`src/rtl/sap1_controller_sequencer_if.sv`:
```
// Control-word bundle between the SAP-1 sequencer and the datapath.
// The master side is the controller; the slave side is the datapath or observer.
interface sap1_controller_sequencer_if #(
    parameter int OPW   = 4,
    parameter int NUM_T = 6
);
    logic             step_en;
    logic [OPW-1:0]   ir_opcode;
    logic [NUM_T-1:0] t_state;
    logic             Cp;
    logic             Ep;
    logic             Lm_bar;
    logic             CE_bar;
    logic             Li_bar;
    logic             Ei_bar;
    logic             La_bar;
    logic             Ea;
    logic             Su;
    logic             Eu;
    logic             Lb_bar;
    logic             Lo_bar;
    logic             hlt;

    modport master (
        input  step_en, ir_opcode,
        output t_state, Cp, Ep, Lm_bar, CE_bar, Li_bar, Ei_bar,
               La_bar, Ea, Su, Eu, Lb_bar, Lo_bar, hlt
    );

    modport slave (
        output step_en, ir_opcode,
        input  t_state, Cp, Ep, Lm_bar, CE_bar, Li_bar, Ei_bar,
               La_bar, Ea, Su, Eu, Lb_bar, Lo_bar, hlt
    );
endinterface

```
`src/rtl/sap1_controller_sequencer.sv`:
```
// SAP-1 controller-sequencer: 6-state one-hot ring counter plus opcode decode
// into the 12-bit control word and the HLT flag.
module sap1_controller_sequencer #(
    parameter int OPW   = 4,
    parameter int NUM_T = 6
) (
    input  logic                         CLK,
    input  logic                         CLR,
    sap1_controller_sequencer_if.master  bus
);

    localparam logic [OPW-1:0] OP_LDA = OPW'(4'b0000);
    localparam logic [OPW-1:0] OP_ADD = OPW'(4'b0001);
    localparam logic [OPW-1:0] OP_SUB = OPW'(4'b0010);
    localparam logic [OPW-1:0] OP_OUT = OPW'(4'b1110);
    localparam logic [OPW-1:0] OP_HLT = OPW'(4'b1111);

    // Encoding is the one-hot ring itself, so t_state is the state register.
    typedef enum logic [NUM_T-1:0] {
        T1     = 6'b000001,
        T2     = 6'b000010,
        T3     = 6'b000100,
        T4     = 6'b001000,
        T5     = 6'b010000,
        T6     = 6'b100000,
        HALTED = 6'b000000
    } state_t;

    state_t state, state_nxt;
    logic   run;
    logic   is_alu;

    always_ff @(posedge CLK or posedge CLR) begin
        if (CLR) state <= T1;
        else     state <= state_nxt;
    end

    always_comb begin
        state_nxt = state;
        case (state)
            T1:      state_nxt = T2;
            T2:      state_nxt = T3;
            T3:      state_nxt = T4;
            T4:      state_nxt = (bus.ir_opcode == OP_HLT) ? HALTED : T5;
            T5:      state_nxt = T6;
            T6:      state_nxt = T1;
            HALTED:  state_nxt = HALTED;
            default: state_nxt = T1;
        endcase
        if (!bus.step_en && state != HALTED) state_nxt = state;
    end

    // The word is gated by step_en so a frozen sequencer never repeats a load or Cp.
    assign run    = !CLR && bus.step_en && (state != HALTED);
    assign is_alu = (bus.ir_opcode == OP_ADD) || (bus.ir_opcode == OP_SUB);

    always_comb begin
        bus.Cp     = 1'b0;
        bus.Ep     = 1'b0;
        bus.Lm_bar = 1'b1;
        bus.CE_bar = 1'b1;
        bus.Li_bar = 1'b1;
        bus.Ei_bar = 1'b1;
        bus.La_bar = 1'b1;
        bus.Ea     = 1'b0;
        bus.Su     = 1'b0;
        bus.Eu     = 1'b0;
        bus.Lb_bar = 1'b1;
        bus.Lo_bar = 1'b1;
        if (run) begin
            case (state)
                T1: begin
                    bus.Ep     = 1'b1;
                    bus.Lm_bar = 1'b0;
                end
                T2: bus.Cp = 1'b1;
                T3: begin
                    bus.CE_bar = 1'b0;
                    bus.Li_bar = 1'b0;
                end
                T4: begin
                    if (bus.ir_opcode == OP_LDA || is_alu) begin
                        bus.Ei_bar = 1'b0;
                        bus.Lm_bar = 1'b0;
                    end else if (bus.ir_opcode == OP_OUT) begin
                        bus.Ea     = 1'b1;
                        bus.Lo_bar = 1'b0;
                    end
                end
                T5: begin
                    if (bus.ir_opcode == OP_LDA) begin
                        bus.CE_bar = 1'b0;
                        bus.La_bar = 1'b0;
                    end else if (is_alu) begin
                        bus.CE_bar = 1'b0;
                        bus.Lb_bar = 1'b0;
                    end
                end
                T6: begin
                    if (is_alu) begin
                        bus.Eu     = 1'b1;
                        bus.La_bar = 1'b0;
                        bus.Su     = (bus.ir_opcode == OP_SUB);
                    end
                end
                default: ;
            endcase
        end
    end

    // hlt rises during T4 of HLT so clock gating can prepare before the edge.
    assign bus.hlt     = !CLR && ((state == HALTED) ||
                                  (state == T4 && bus.ir_opcode == OP_HLT));
    assign bus.t_state = state;

endmodule

```
`src/flat_wrapper.sv`:
```
// flat-port wrapper written by rule: the top's interface ports become plain ports
module sap1_controller_sequencer_flat 
#(
    parameter int OPW   = 4,
    parameter int NUM_T = 6
)
  (CLK, CLR, bus_step_en, bus_ir_opcode, bus_t_state, bus_Cp, bus_Ep, bus_Lm_bar, bus_CE_bar, bus_Li_bar, bus_Ei_bar, bus_La_bar, bus_Ea, bus_Su, bus_Eu, bus_Lb_bar, bus_Lo_bar, bus_hlt);
  sap1_controller_sequencer_if #(.OPW(OPW), .NUM_T(NUM_T)) bus_i ();
  input  logic CLK;
  input  logic CLR;
  input wire logic [$bits(bus_i.step_en)-1:0] bus_step_en;
  input wire logic [$bits(bus_i.ir_opcode)-1:0] bus_ir_opcode;
  output wire logic [$bits(bus_i.t_state)-1:0] bus_t_state;
  output wire logic [$bits(bus_i.Cp)-1:0] bus_Cp;
  output wire logic [$bits(bus_i.Ep)-1:0] bus_Ep;
  output wire logic [$bits(bus_i.Lm_bar)-1:0] bus_Lm_bar;
  output wire logic [$bits(bus_i.CE_bar)-1:0] bus_CE_bar;
  output wire logic [$bits(bus_i.Li_bar)-1:0] bus_Li_bar;
  output wire logic [$bits(bus_i.Ei_bar)-1:0] bus_Ei_bar;
  output wire logic [$bits(bus_i.La_bar)-1:0] bus_La_bar;
  output wire logic [$bits(bus_i.Ea)-1:0] bus_Ea;
  output wire logic [$bits(bus_i.Su)-1:0] bus_Su;
  output wire logic [$bits(bus_i.Eu)-1:0] bus_Eu;
  output wire logic [$bits(bus_i.Lb_bar)-1:0] bus_Lb_bar;
  output wire logic [$bits(bus_i.Lo_bar)-1:0] bus_Lo_bar;
  output wire logic [$bits(bus_i.hlt)-1:0] bus_hlt;
  assign bus_i.step_en = bus_step_en;
  assign bus_i.ir_opcode = bus_ir_opcode;
  assign bus_t_state = bus_i.t_state;
  assign bus_Cp = bus_i.Cp;
  assign bus_Ep = bus_i.Ep;
  assign bus_Lm_bar = bus_i.Lm_bar;
  assign bus_CE_bar = bus_i.CE_bar;
  assign bus_Li_bar = bus_i.Li_bar;
  assign bus_Ei_bar = bus_i.Ei_bar;
  assign bus_La_bar = bus_i.La_bar;
  assign bus_Ea = bus_i.Ea;
  assign bus_Su = bus_i.Su;
  assign bus_Eu = bus_i.Eu;
  assign bus_Lb_bar = bus_i.Lb_bar;
  assign bus_Lo_bar = bus_i.Lo_bar;
  assign bus_hlt = bus_i.hlt;
  sap1_controller_sequencer #(.OPW(OPW), .NUM_T(NUM_T)) u_core (.CLK(CLK), .CLR(CLR), .bus(bus_i));
endmodule
```
`config.mk`:
```
export PLATFORM = sky130hd
export DESIGN_NAME = sap1_controller_sequencer_flat
export DESIGN_NICKNAME = d
export VERILOG_FILES = /design/src/rtl/sap1_controller_sequencer_if.sv /design/src/rtl/sap1_controller_sequencer.sv /design/src/flat_wrapper.sv
export SDC_FILE = /design/constraint.sdc
export NUM_CORES = 1
export LEC_CHECK = 0
export ABC_AREA = 1
export BUFFER_PORTS_ARGS = -buffer_cell sky130_fd_sc_hd__clkbuf_2
export CAP_MARGIN = 20
export CORE_AREA = 3 3 40 42
export DETAILED_ROUTE_END_ITERATION = 10
export DIE_AREA = 0 0 43 45
export HOLD_SLACK_MARGIN = 0.03
export PLACE_DENSITY = 0.73
export SETUP_SLACK_MARGIN = 0.05
export SKIP_LAST_GASP = 1
export SYNTH_ARGS = -nofsm -noshare
export SYNTH_HDL_FRONTEND = slang
export SYNTH_SLANG_ARGS = --single-unit
export TNS_END_PERCENT = 100
```
`constraint.sdc`:
```
create_clock -name CLK -period 1.46 [get_ports CLK]
set_input_delay 0.292 -clock CLK [delete_from_list [all_inputs] [get_ports CLK]]
set_output_delay 0.292 -clock CLK [all_outputs]
set_load 0.01 [all_outputs]
```
==> reports/metrics.yaml <==
gp_congestion: 0.818
clk_pin_slew_worst_paths_ps: 50
die_height_um: 45
drive_above_1_share_pct: 53.6
crit_required_ps: 1170
viasPerCell: 4.84
fmax_mhz: 565
p_per_area_nw_per_um2: 1550
min_period_ps: 1770
core_region_area_um2: 1280
drt-pass1-iter-count: 4
skew_ps: 10.1
drc: 0
synth.distinct_cells: 19
slew_headroom_pct: 83.6
synth_area_um2: 561
cts.path.max_buffers: 2
place_hpwl_um: 1290
yosysTopAreaCellShare_pct: 22.3
cts_root_buf: "clkbuf_4"
start_util_pct: 43.6
grt_pass1_wl_um: 2900
grt-ovfl-total: 0
path_max_fanout: 4
place_ws_ps: -57.3
grt_max_degree: 9
synth_ff_type: "dfrtp_1"
cts_buffers: 3
initialDrtViolationCount: 14
rows: 13
ys.warnings.count: 0
maxCapViolations: 0
areaGrowthSynthToFinish_pct: 65.4
grt_usage_pct: 19.7
fill_cells: 115
mostFrequentLayoutCell: "nand2_1"
cts.htree.levels: 1
ant_nets: 0
setup_viol: 13
cp.arrival_ps: 1480
fp.dieW_um: 43
hold_violations: 0
hold_class: "in2reg"
antenna_found_initial: 0
slew_violations: 0
setup_slack_ps: -311
syn_avg_cell_area_um2: 6.16
portBuffers: 25
crit_path_start_kind: "flop"
synth_fp_nets: 98
worst_pin_slew_ps: 246
synth_edf_count: 0
largest_register_ffs: 6
async_flop_share_pct: 100
status: "finished with violations"
seq_area_frac_synth_pct: 27.0
wl_per_cell_um: 11.1
drt_wl_total_um: 1700
cts_sinks: 6
fin_nets: 146
worstSetupPathType: "reg2out"
die_area_um2: 1940
fin_setup_tns_ps: -3570
num_antenna_cells: 0
num_vias: 741
ys_ff_latch: 6
final_cell_mix: "nand2_1, clkbuf_2, buf_4"
grt_pass1_vias: 663
rsz0062_at_grt: "yes"
cp-end-kind: "output pin"
ios: 26
violations: "setup timing"
cts_tree: "done"
synth_cells: 91
yosysTopAreaCell: "dfrtp_1"
synthTopCellsByArea: "dfrtp_1, nand2_1, inv_1, nor2_1, nand3_1"
power_leakage_nw: 0.527
min_period_over_period_pct: 121
irDropWorstVdd_mv: 1.06
clock_latency_ps: 260
worst max-delay path, stage by stage, from the launching register on:
cell	delay [ps]
dfrtp_2	440
nor2_4	190
buf_4	140
nand3_1	110
nand2_2	100
o211ai_1	100
clkbuf_2	140
area by class of cell:
class,count,area [µm²],share of cell area (%)
timing repair buffer,43,263,28.3
clock buffer,4,26.3,2.83
multi-input combinational,67,395,42.6
inverter,18,70.1,7.56
tap,15,18.8,2.02
sequential,6,154,16.6
per-layer routing:
| metal | up-vias | GRT usage, % | wire length [µm] |
|---|---|---|---|
| met3 | 2 | 5.98 | 108 |
| met2 | 27 | 30.5 | 809 |
| li1 | 381 | - | - |
| met5 | - | 0 | 0 |
| met4 | 0 | 6.02 | 14 |
| met1 | 331 | 26.7 | 770 |
kinds of logic after synthesis:
| group | after synthesis | synth area share (%) |
|---|---|---|
| AOI/OAI and AO/OA | 8 | 8.04 |
| buffers and inverters | 18 | 12.1 |
| DFF | 6 | 27.0 |
| and+or+nand+nor | 59 | 52.9 |
worst paths after layout:
| kind | from | endpoint | slack, ps | depth (start not counted) |
|---|---|---|---|---|
| worst min-delay path | bus_step_en | u_core.bus.t_state[2] | 440 | 4 |
| worst min register to register | u_core.bus.t_state[3] | u_core.bus.t_state[3] | 630 | 2 |
| min in group asynchronous | CLR | u_core.bus.t_state[3] | 510 | 3 |
| worst max register to register | u_core.bus.t_state[5] | u_core.bus.t_state[2] | 100 | 7 |
| worst max-delay path | u_core.bus.t_state[5] | bus_CE_bar | -310 | 6 |
| max in group asynchronous | CLR | u_core.bus.t_state[0] | 680 | 3 |
where the power goes:
part / switching [W] / internal [W] / leakage (nW)
clock: 0.0000697 / 0.000104 / 0.0150
sequential: 0.0000559 / 0.000219 / 0.0761
combinational: 0.000549 / 0.000438 / 0.436
metrics by stage:
stage	util, %	hold slack, ps	power (W)	area [µm²]	cells
2_1_floorplan	-	82.2	0.000746	567	91
3_3_place_gp	61.1	229	0.00102	786	141
3_5_place_dp	61.1	233	0.00103	786	141
6_report	72.2	443	0.00144	927	153
4_1_cts	68.5	453	0.00134	880	148
5_1_grt	72.2	473	0.00156	927	153
repair_timing:
action                                 CTS  global route
cloned                                   0             0
endpoints found under the hold margin    5             0
pin swaps                                8             6
setup endpoints to repair               13            17
hold buffers                             1             0
gates resized for setup                 12            12
buffers inserted                         2             5
cell usage after synthesis (2+ instances only):
cell type and count:
dfrtp_1 5, inv_1 15, inv_2 3, nand2_1 25, nand2_2 2, nand3_1 7
nand3_2 3, nor2_1 14, nor2_4 3, o21ai_0 5
(Power assumes the default switching activity.)
